<file path="config.mk">
export PLATFORM = sky130hd
export DESIGN_NAME = vga_frame_ctrl_flat
export DESIGN_NICKNAME = d
export VERILOG_FILES = /design/src/rtl/vga_frame_ctrl_pkg.sv /design/src/rtl/vga_frame_ctrl_if.sv /design/src/rtl/vga_frame_ctrl_timing_gen.sv /design/src/rtl/vga_frame_ctrl.sv /design/src/flat_wrapper.sv
export SDC_FILE = /design/constraint.sdc
export NUM_CORES = 1
export LEC_CHECK = 0
export ABC_CLOCK_PERIOD_IN_PS = 3300
export CELL_PAD_IN_SITES_DETAIL_PLACEMENT = 0
export CELL_PAD_IN_SITES_GLOBAL_PLACEMENT = 1
export CORE_MARGIN = 4
export CORE_UTILIZATION = 39
export DETAILED_ROUTE_END_ITERATION = 10
export GPL_TIMING_DRIVEN = 0
export PLACE_DENSITY = 0.77
export SYNTH_ARGS = -nofsm -noshare
export SYNTH_HDL_FRONTEND = slang
export SYNTH_HIERARCHICAL = 1
export SYNTH_SLANG_ARGS = --single-unit
</file>
<file path="constraint.sdc">
create_clock -name clk -period 3.3 [get_ports clk]
set_input_delay 0.825 -clock clk [delete_from_list [all_inputs] [get_ports clk]]
set_output_delay 0.825 -clock clk [all_outputs]
set_load 0.01 [all_outputs]
</file>
<file path="src/rtl/vga_frame_ctrl_pkg.sv">
// Shared timing constants, register map and ball register type for the
// VGA ball frame controller.
package vga_ctrl_pkg;

  // Default 640x480@60 raster, two fabric clocks per pixel
  localparam int H_ACTIVE_DEF     = 1280;
  localparam int H_FP_DEF         = 32;
  localparam int H_SYNC_DEF       = 192;
  localparam int H_BP_DEF         = 96;
  localparam int H_TOTAL_DEF      = H_ACTIVE_DEF + H_FP_DEF + H_SYNC_DEF + H_BP_DEF;
  localparam int H_SYNC_START_DEF = H_ACTIVE_DEF + H_FP_DEF;
  localparam int H_SYNC_END_DEF   = H_SYNC_START_DEF + H_SYNC_DEF - 1;

  localparam int V_ACTIVE_DEF     = 480;
  localparam int V_FP_DEF         = 10;
  localparam int V_SYNC_DEF       = 2;
  localparam int V_BP_DEF         = 33;
  localparam int V_TOTAL_DEF      = V_ACTIVE_DEF + V_FP_DEF + V_SYNC_DEF + V_BP_DEF;
  localparam int V_SYNC_START_DEF = V_ACTIVE_DEF + V_FP_DEF;
  localparam int V_SYNC_END_DEF   = V_SYNC_START_DEF + V_SYNC_DEF - 1;

  // Word addresses on the Avalon slave
  localparam logic [2:0] ADDR_X      = 3'd0;
  localparam logic [2:0] ADDR_Y      = 3'd1;
  localparam logic [2:0] ADDR_RG     = 3'd2;
  localparam logic [2:0] ADDR_B      = 3'd3;
  localparam logic [2:0] ADDR_CTRL   = 3'd4;
  localparam logic [2:0] ADDR_STATUS = 3'd5;
  localparam logic [2:0] ADDR_FRAME  = 3'd6;

  typedef struct packed {
    logic [9:0] x;
    logic [9:0] y;
    logic [7:0] r;
    logic [7:0] g;
    logic [7:0] b;
    logic       en;
  } ball_regs_t;

  localparam ball_regs_t BALL_RESET = '{x: 10'd320, y: 10'd240,
                                        r: 8'hFF, g: 8'hFF, b: 8'hFF,
                                        en: 1'b0};

  // True for the writable ball registers (X, Y, RG, B, CTRL)
  function automatic logic is_ball_addr(input logic [2:0] a);
    return (a <= ADDR_CTRL);
  endfunction

endpackage

</file>
<file path="src/rtl/vga_frame_ctrl_if.sv">
// Avalon-MM lightweight slave bundle between the HPS bridge and the controller.
interface vga_frame_ctrl_if;
  logic        chipselect;
  logic        write;
  logic        read;
  logic [2:0]  address;
  logic [15:0] writedata;
  logic [15:0] readdata;

  modport master (output chipselect, output write, output read,
                  output address, output writedata, input readdata);
  modport slave  (input chipselect, input write, input read,
                  input address, input writedata, output readdata);
endinterface

</file>
<file path="src/rtl/vga_frame_ctrl_timing_gen.sv">
// Raster counters with sync/blank decode and an end-of-visible-frame pulse.
module vga_timing_gen
  import vga_ctrl_pkg::*;
#(
  parameter int HACTIVE = H_ACTIVE_DEF,
  parameter int HFP     = H_FP_DEF,
  parameter int HSYNC   = H_SYNC_DEF,
  parameter int HBP     = H_BP_DEF,
  parameter int VACTIVE = V_ACTIVE_DEF,
  parameter int VFP     = V_FP_DEF,
  parameter int VSYNC   = V_SYNC_DEF,
  parameter int VBP     = V_BP_DEF
) (
  input  logic        clk,
  input  logic        reset,
  output logic [10:0] o_hcount,
  output logic [9:0]  o_vcount,
  output logic        o_hs,
  output logic        o_vs,
  output logic        o_blank_n,
  output logic        o_frame_end
);

  localparam int HTOTAL = HACTIVE + HFP + HSYNC + HBP;
  localparam int VTOTAL = VACTIVE + VFP + VSYNC + VBP;
  localparam int HSS    = HACTIVE + HFP;
  localparam int HSE    = HSS + HSYNC - 1;
  localparam int VSS    = VACTIVE + VFP;
  localparam int VSE    = VSS + VSYNC - 1;

  logic [10:0] r_hcount;
  logic [9:0]  r_vcount;
  logic        w_hwrap;
  logic        w_vwrap;

  assign w_hwrap = (r_hcount == 11'(HTOTAL - 1));
  assign w_vwrap = (r_vcount == 10'(VTOTAL - 1));

  // Horizontal counter, wraps at end of line
  always_ff @(posedge clk) begin
    if (reset)        r_hcount <= '0;
    else if (w_hwrap) r_hcount <= '0;
    else              r_hcount <= r_hcount + 11'd1;
  end

  // Vertical counter, advances on each line wrap
  always_ff @(posedge clk) begin
    if (reset)                    r_vcount <= '0;
    else if (w_hwrap && w_vwrap)  r_vcount <= '0;
    else if (w_hwrap)             r_vcount <= r_vcount + 10'd1;
  end

  assign o_hcount    = r_hcount;
  assign o_vcount    = r_vcount;
  assign o_hs        = ~((r_hcount >= 11'(HSS)) && (r_hcount <= 11'(HSE)));
  assign o_vs        = ~((r_vcount >= 10'(VSS)) && (r_vcount <= 10'(VSE)));
  assign o_blank_n   = (r_hcount < 11'(HACTIVE)) && (r_vcount < 10'(VACTIVE));
  // Last clock of the last visible line: the commit point
  assign o_frame_end = w_hwrap && (r_vcount == 10'(VACTIVE - 1));

endmodule

</file>
<file path="src/rtl/vga_frame_ctrl.sv">
// VGA ball frame controller: raster timing plus a double-buffered register
// file whose pending copy is committed to the active outputs at vblank start.
module vga_frame_ctrl
  import vga_ctrl_pkg::*;
#(
  parameter int HACTIVE = H_ACTIVE_DEF,
  parameter int HFP     = H_FP_DEF,
  parameter int HSYNC   = H_SYNC_DEF,
  parameter int HBP     = H_BP_DEF,
  parameter int VACTIVE = V_ACTIVE_DEF,
  parameter int VFP     = V_FP_DEF,
  parameter int VSYNC   = V_SYNC_DEF,
  parameter int VBP     = V_BP_DEF
) (
  input  logic                clk,
  input  logic                reset,
  vga_frame_ctrl_if.slave     avs,
  output logic [10:0]         hcount,
  output logic [9:0]          vcount,
  output logic                vga_clk,
  output logic                vga_hs,
  output logic                vga_vs,
  output logic                vga_blank_n,
  output logic                vga_sync_n,
  output logic [9:0]          ball_x,
  output logic [9:0]          ball_y,
  output logic [7:0]          ball_r,
  output logic [7:0]          ball_g,
  output logic [7:0]          ball_b,
  output logic                ball_en
);

  logic        w_frame_end;
  logic        w_wr;
  logic        w_wr_ball;
  logic        w_rd;
  logic        w_in_vblank;
  logic [15:0] w_rdata;

  ball_regs_t  r_pend;
  ball_regs_t  r_act;
  logic        r_pending;
  logic [15:0] r_frame_cnt;
  logic [15:0] r_readdata;

  vga_timing_gen #(
    .HACTIVE(HACTIVE), .HFP(HFP), .HSYNC(HSYNC), .HBP(HBP),
    .VACTIVE(VACTIVE), .VFP(VFP), .VSYNC(VSYNC), .VBP(VBP)
  ) u_timing (
    .clk        (clk),
    .reset      (reset),
    .o_hcount   (hcount),
    .o_vcount   (vcount),
    .o_hs       (vga_hs),
    .o_vs       (vga_vs),
    .o_blank_n  (vga_blank_n),
    .o_frame_end(w_frame_end)
  );

  assign vga_clk     = hcount[0];
  assign vga_sync_n  = 1'b0;
  assign w_wr        = avs.chipselect & avs.write;
  assign w_wr_ball   = w_wr & is_ball_addr(avs.address);
  assign w_rd        = avs.chipselect & avs.read;
  assign w_in_vblank = (vcount >= 10'(VACTIVE));

  // Software writes land in the pending copy only
  always_ff @(posedge clk) begin
    if (reset) begin
      r_pend <= BALL_RESET;
    end else if (w_wr) begin
      case (avs.address)
        ADDR_X:    r_pend.x  <= avs.writedata[9:0];
        ADDR_Y:    r_pend.y  <= avs.writedata[9:0];
        ADDR_RG:   {r_pend.r, r_pend.g} <= avs.writedata;
        ADDR_B:    r_pend.b  <= avs.writedata[7:0];
        ADDR_CTRL: r_pend.en <= avs.writedata[0];
        default:   ;
      endcase
    end
  end

  // Pending flag: a write wins over the commit clear so a same-cycle write
  // is carried into the next frame
  always_ff @(posedge clk) begin
    if (reset)            r_pending <= 1'b0;
    else if (w_wr_ball)   r_pending <= 1'b1;
    else if (w_frame_end) r_pending <= 1'b0;
  end

  // Atomic commit of pending to active at the commit point
  always_ff @(posedge clk) begin
    if (reset)                         r_act <= BALL_RESET;
    else if (w_frame_end && r_pending) r_act <= r_pend;
  end

  // Frame counter, one tick per commit point
  always_ff @(posedge clk) begin
    if (reset)            r_frame_cnt <= '0;
    else if (w_frame_end) r_frame_cnt <= r_frame_cnt + 16'd1;
  end

  // Read mux over the pending copy and status
  always_comb begin
    w_rdata = '0;
    case (avs.address)
      ADDR_X:      w_rdata = {6'b0, r_pend.x};
      ADDR_Y:      w_rdata = {6'b0, r_pend.y};
      ADDR_RG:     w_rdata = {r_pend.r, r_pend.g};
      ADDR_B:      w_rdata = {8'b0, r_pend.b};
      ADDR_CTRL:   w_rdata = {15'b0, r_pend.en};
      ADDR_STATUS: w_rdata = {r_frame_cnt[7:0], 6'b0, w_in_vblank, r_pending};
      ADDR_FRAME:  w_rdata = r_frame_cnt;
      default:     w_rdata = '0;
    endcase
  end

  // Registered read data, held between reads
  always_ff @(posedge clk) begin
    if (reset)     r_readdata <= '0;
    else if (w_rd) r_readdata <= w_rdata;
  end

  assign avs.readdata = r_readdata;
  assign ball_x  = r_act.x;
  assign ball_y  = r_act.y;
  assign ball_r  = r_act.r;
  assign ball_g  = r_act.g;
  assign ball_b  = r_act.b;
  assign ball_en = r_act.en;

endmodule
</file>
<file path="src/flat_wrapper.sv">
// flat-port wrapper written by rule: the top's interface ports become plain ports
module vga_frame_ctrl_flat import vga_ctrl_pkg::*;
#(
  parameter int HACTIVE = H_ACTIVE_DEF,
  parameter int HFP     = H_FP_DEF,
  parameter int HSYNC   = H_SYNC_DEF,
  parameter int HBP     = H_BP_DEF,
  parameter int VACTIVE = V_ACTIVE_DEF,
  parameter int VFP     = V_FP_DEF,
  parameter int VSYNC   = V_SYNC_DEF,
  parameter int VBP     = V_BP_DEF
)
  (clk, reset, hcount, vcount, vga_clk, vga_hs, vga_vs, vga_blank_n, vga_sync_n, ball_x, ball_y, ball_r, ball_g, ball_b, ball_en, avs_chipselect, avs_write, avs_read, avs_address, avs_writedata, avs_readdata);
  vga_frame_ctrl_if avs_i ();
  input  logic clk;
  input  logic reset;
  output logic [10:0] hcount;
  output logic [9:0] vcount;
  output logic vga_clk;
  output logic vga_hs;
  output logic vga_vs;
  output logic vga_blank_n;
  output logic vga_sync_n;
  output logic [9:0] ball_x;
  output logic [9:0] ball_y;
  output logic [7:0] ball_r;
  output logic [7:0] ball_g;
  output logic [7:0] ball_b;
  output logic ball_en;
  input wire logic [$bits(avs_i.chipselect)-1:0] avs_chipselect;
  input wire logic [$bits(avs_i.write)-1:0] avs_write;
  input wire logic [$bits(avs_i.read)-1:0] avs_read;
  input wire logic [$bits(avs_i.address)-1:0] avs_address;
  input wire logic [$bits(avs_i.writedata)-1:0] avs_writedata;
  output wire logic [$bits(avs_i.readdata)-1:0] avs_readdata;
  assign avs_i.chipselect = avs_chipselect;
  assign avs_i.write = avs_write;
  assign avs_i.read = avs_read;
  assign avs_i.address = avs_address;
  assign avs_i.writedata = avs_writedata;
  assign avs_readdata = avs_i.readdata;
  vga_frame_ctrl #(.HACTIVE(HACTIVE), .HFP(HFP), .HSYNC(HSYNC), .HBP(HBP), .VACTIVE(VACTIVE), .VFP(VFP), .VSYNC(VSYNC), .VBP(VBP)) u_core (.clk(clk), .reset(reset), .avs(avs_i), .hcount(hcount), .vcount(vcount), .vga_clk(vga_clk), .vga_hs(vga_hs), .vga_vs(vga_vs), .vga_blank_n(vga_blank_n), .vga_sync_n(vga_sync_n), .ball_x(ball_x), .ball_y(ball_y), .ball_r(ball_r), .ball_g(ball_g), .ball_b(ball_b), .ball_en(ball_en));
endmodule
</file>
== After elaboration in Yosys (flattened, before gate mapping) ==
Index checks and enable logic that the tools add are counted.
Storage, ports and cells
  input bits: 24
  register bits: 144
  output and inout port bits: 87
Cells by class
  equality and inequality tests: 9
  reduce and logical (&&, ||, !) cells: 15
  order comparisons: 8
  add/subtract/negate cells: 3
  mux-type cells: 3
  bitwise logic cells: 5
Operators by type and width (count)
  $pmux 16 s7: 1
  $ge 10x9->1 const B: 2
  $add 16x1->16 const B: 1
  $add 11x1->11 const B: 1
  $eq 11x11->1 const B: 1
  $ge 11x11->1 const B: 1
  $le 11x11->1 const B: 1
  $lt 11x11->1 const B: 1
  $add 10x1->10 const B: 1
  $eq 10x10->1 const B: 1
  $eq 10x9->1 const B: 1
  $le 10x9->1 const B: 1
  $lt 10x9->1 const B: 1
  $reduce_and 2->1: 5
  $eq 3x3->1 const B: 3
  $eq 3x2->1 const B: 2
  $logic_and 1x1->1: 6
  $reduce_or 2->1: 2
  $and 1x1->1: 3
  $eq 3x1->1 const B: 1
  $le 3x3->1 const B: 1
  $logic_not 3->1: 1
  $mux 1: 2
  $not 1->1: 2
  $reduce_bool 2->1: 1

== Longest topological paths before layout ==
  depth in word-level cells: 4
  depth in mapped cells: 10
  depth with buffers taken out: 7

== By module ==
Netlist, hierarchy kept.
Modules (own cells, without submodules)
  vga_frame_ctrl: instances 1, area each 5180.0 µm², sequential area each 2462.4 µm², cells an instance 601
  vga_timing_gen: instances 1, area each 1096.1 µm², sequential area each 420.4 µm², cells an instance 132

== Least setup slack after synthesis ==
No wires, ideal clock.
  path kind: register -> register
  start point: register u_core.u_timing.r_hcount[6], in the netlist u_core/u_timing/o_hcount[6]
  end point: register u_core.r_frame_cnt[15]
  data arrival time: 2.872 ns
  setup time: 0.070 ns
  clock period less this slack: 2.942 ns
  stages on the path, launching flop included: 9
  path slack: 0.358 ns
  data required time: 3.230 ns
  path buffers: 1
  cell sequence: dfxtp_1 or4b_4 or3_2 nor4_1 buf_2 nand4_4 or3_4 or3b_1 a21oi_1
On the way
  longest elaborated chain between the ends: 2
RTL lines
  from (decl): RTL line vga_frame_ctrl_timing_gen.sv:31  | logic [10:0] r_hcount;
  from (signal assigned): RTL line vga_frame_ctrl_timing_gen.sv:43  | else r_hcount <= r_hcount + 11'd1;
  $eq 11x11->1: RTL line vga_frame_ctrl_timing_gen.sv:36  | assign w_hwrap = (r_hcount == 11'(HTOTAL - 1));
  $logic_and 1x1->1: RTL line vga_frame_ctrl_timing_gen.sv:59  | assign o_frame_end = w_hwrap && (r_vcount == 10'(VACTIVE - 1));
  named net u_core.w_frame_end: RTL line vga_frame_ctrl.sv:33  | logic w_frame_end;
  to (signal assigned): RTL line vga_frame_ctrl.sv:100  | else if (w_frame_end) r_frame_cnt <= r_frame_cnt + 16'd1;
  to (decl): RTL line vga_frame_ctrl.sv:43  | logic [15:0] r_frame_cnt;
The timed path passes the listed nets, and every way through them passes these cells.
A chain may end at the register's enable or synchronous reset.

== Worst setup path in the final report ==
Ends and elaborated chain as after synthesis.

==> results.cfg <==
[synthesis]
ys_warn_count = 6
async_flop_share = 0
yosysSeqAreaShare = 0.459
yosys_register_bits = 144
synth_cell_types = 61
synth_edf_count = 0
syn_area_per_cell_sq_um = 8.56
synth_area_leader_cell = dfxtp_1
synth_area_leaders = dfxtp_1 46%, nand2_1 9.1%, nand3b_1 4.7%
synth_top_area_frac = 0.459
synth_area_sq_um = 6280
netlist_instances = 733
syn_nets = 763
ys.flop_type = dfxtp_1

[power]
total_power_uw = 4030
p_leak_uw = 0.00312
peakVddDrop_mv = 0.361
p_per_area_nw_per_um2 = 486

[worst_hold_path]
hold_depth = 2
min_path_type = register to register

[drt]
wire_per_inst_um = 17.6
dr_total_vias = 5783
drc = 0
drt_iter0_drc = 435
viasPerCell = 5.30
wirelength_mm = 19.2
ant_nets = 0
first_pass_iters = 5

[sta]
skew_ns = 0.0116
finalMaxSlewViolations = 0
whs_ns = 0.451
fin_crit_sh = 0.963
layout_min_cycle_time_ns = 3.18
hold_viol = 0
fmax_mhz = 315
slew_headroom = 0.318
rsz0062_at_grt = false
finalSetupViolCount = 0
tightest_slew_ns = 1.02

[final_layout]
final_common_cell = nand2_1
nNetsFinal = 892
fin_area_sq_um = 8300
drive_above_1_share = 0.0697
fillers = 1438
final_cell_mix = 152 x nand2_1, 144 x dfxtp_1, 108 x clkdlybuf4s50_1, 65 x nor2_1, 39 x nand3b_1
n_antenna_cell = 0
final_util = 0.525
areaGrowthSynthToFinish_pct = 32.3

[setup_path]
critical_path_class = register to register
arrival_ns = 3.52
critPathMaxStageDelay_ns = 0.57
cp_slowest_cell = or4b_4
cp_max_fo = 10
endpoint_kind = register
crit_chain = or4b_4 > or3_2 > nor4_4 > buf_4 > nand4_4 > or3_4 > or3b_1 > a21oi_1
r2r_cells = 8
cp.required_ns = 3.64
start_kind = register

[clocking]
cts_buffers = 17
cts_root_buf = clkbuf_16
clock-sinks = 144
cts_max_level = 4
cts.hold.buffers_added = 0
clk_latency_ns = 0.42
path_clk_slew_ns = 0.06
cts_tree = yes
cts_max_path_buffers = 2

[grt]
antenna_found_initial = 0
grt_pass1_wl_mm = 30.5
grt_max_degree = 17
grt_overflow_total = 0
grt_pass1_vias = 5677
grt_usage = 0.214

[place]
dpl-instance-area_sq_um = 7630
gp_routability_congestion = 0.905
io_buffers = 108
dpl.hpwl_mm = 14.4

[floorplanning]
die_x_um = 135
ios = 111
num_rows = 46
core_sq_um = 15800
die_area_sq_um = 18200
die_h_um = 135
start_util = 0.397

[run]
maxCapViolations = 0

[run_status]
status = finished, final reports clean
cells by family after synthesis:
group | Yosys count | synth area share
fa+ha+maj | 6 | 0.0120
other cells | 1 | 0.000598
simple gates | 331 | 0.258
xor+xnor | 23 | 0.0321
buf+inv | 72 | 0.0470
compound gates | 128 | 0.146
mux | 28 | 0.0449
flops | 144 | 0.459
sequential cells by signal, indices dropped and copies added, names as in the netlist:
register and count:
u_core/r_pend 45, u_core/avs.readdata 16, u_core/r_frame_cnt 16, u_core/u_timing/o_hcount 11
u_core/ball_x 10, u_core/ball_y 10, u_core/u_timing/o_vcount 10, u_core/ball_b 8
u_core/ball_g 8, u_core/ball_r 8, u_core/ball_en 1, u_core/r_pending 1
worst paths after layout:
kind,from,end,slack (ns)
setup / recovery,u_core/u_timing/o_hcount[6],u_core/r_frame_cnt[15],0.12
setup reg to reg,u_core/u_timing/o_hcount[6],u_core/r_frame_cnt[15],0.12
hold / removal,u_core/ball_y[1],u_core/ball_y[1],0.45
hold reg to reg,u_core/ball_y[1],u_core/ball_y[1],0.45
layer usage:
metal / global-route usage / vias to the layer above / wire length (um)
met3: 0.0492 / 28 / 1260
met5: 0 / - / 0
met1: 0.280 / 2751 / 8450
met2: 0.348 / 190 / 9140
met4: 0.0752 / 0 / 399
li1: - / 2814 / -
repair_timing:
| item | in CTS | in global routing |
|---|---|---|
| setup endpoints to repair | 42 | 26 |
| buffers inserted | 0 | 3 |
| gates resized for setup | 6 | 1 |
through the flow:
step           setup TNS, ns  setup slack, ns  instances
2_1_floorplan              0            0.358        733
3_3_place_gp           -5.61           -0.214       1057
3_5_place_dp           -6.19           -0.238       1057
4_1_cts                    0           0.0328       1089
5_1_grt                    0          0.00935       1091
6_report                   0            0.122       1091
power breakdown:
group	total, uW	internal, uW	switching (uW)
combinational	235	98.6	136
clock	2020	1300	720
sequential	1780	1760	20.5
total	4030	3160	876
cell type report:
type	count	area, sq um	share of cell area
well taps	216	270	0.0325
flip-flops and latches	144	2880	0.347
inverters	22	82.6	0.00994
repair buffers	111	1120	0.134
clock buffers	22	464	0.0559
clock inverters	10	159	0.0191
plain buffers	49	216	0.0261
multi-input cells	517	3110	0.375
worst max-delay path, delay by kind of cell, from the launching register on:
family	cells	cell delay (ns)
AO/OA/AOI/OAI	1	0.16
buffers and inverters	1	0.22
flip-flops	1	0.38
AND/OR/NAND/NOR	6	2.33
synth_stat cells (2+ instances only):
cell type	number
or3_1	3
a22oi_1	7
mux2i_1	27
nor2_1	65
nor2b_1	7
ha_1	6
nand2_1	152
a32oi_1	3
a211oi_1	6
or3_2	3
a222oi_1	6
buf_1	6
o31ai_1	3
a211o_1	21
or4_1	5
xnor2_1	13
o2bb2ai_1	13
nand3b_1	39
and2_1	4
xor2_1	10
nor4_1	7
nand4_1	10
a22o_1	5
a31oi_1	4
nor3_1	6
or2_2	2
a21oi_1	36
nand3_1	13
and3b_1	3
buf_2	8
inv_1	22
buf_4	2
clkbuf_1	33
o21ai_0	13
dfxtp_1	144
(Power assumes the default switching activity.)
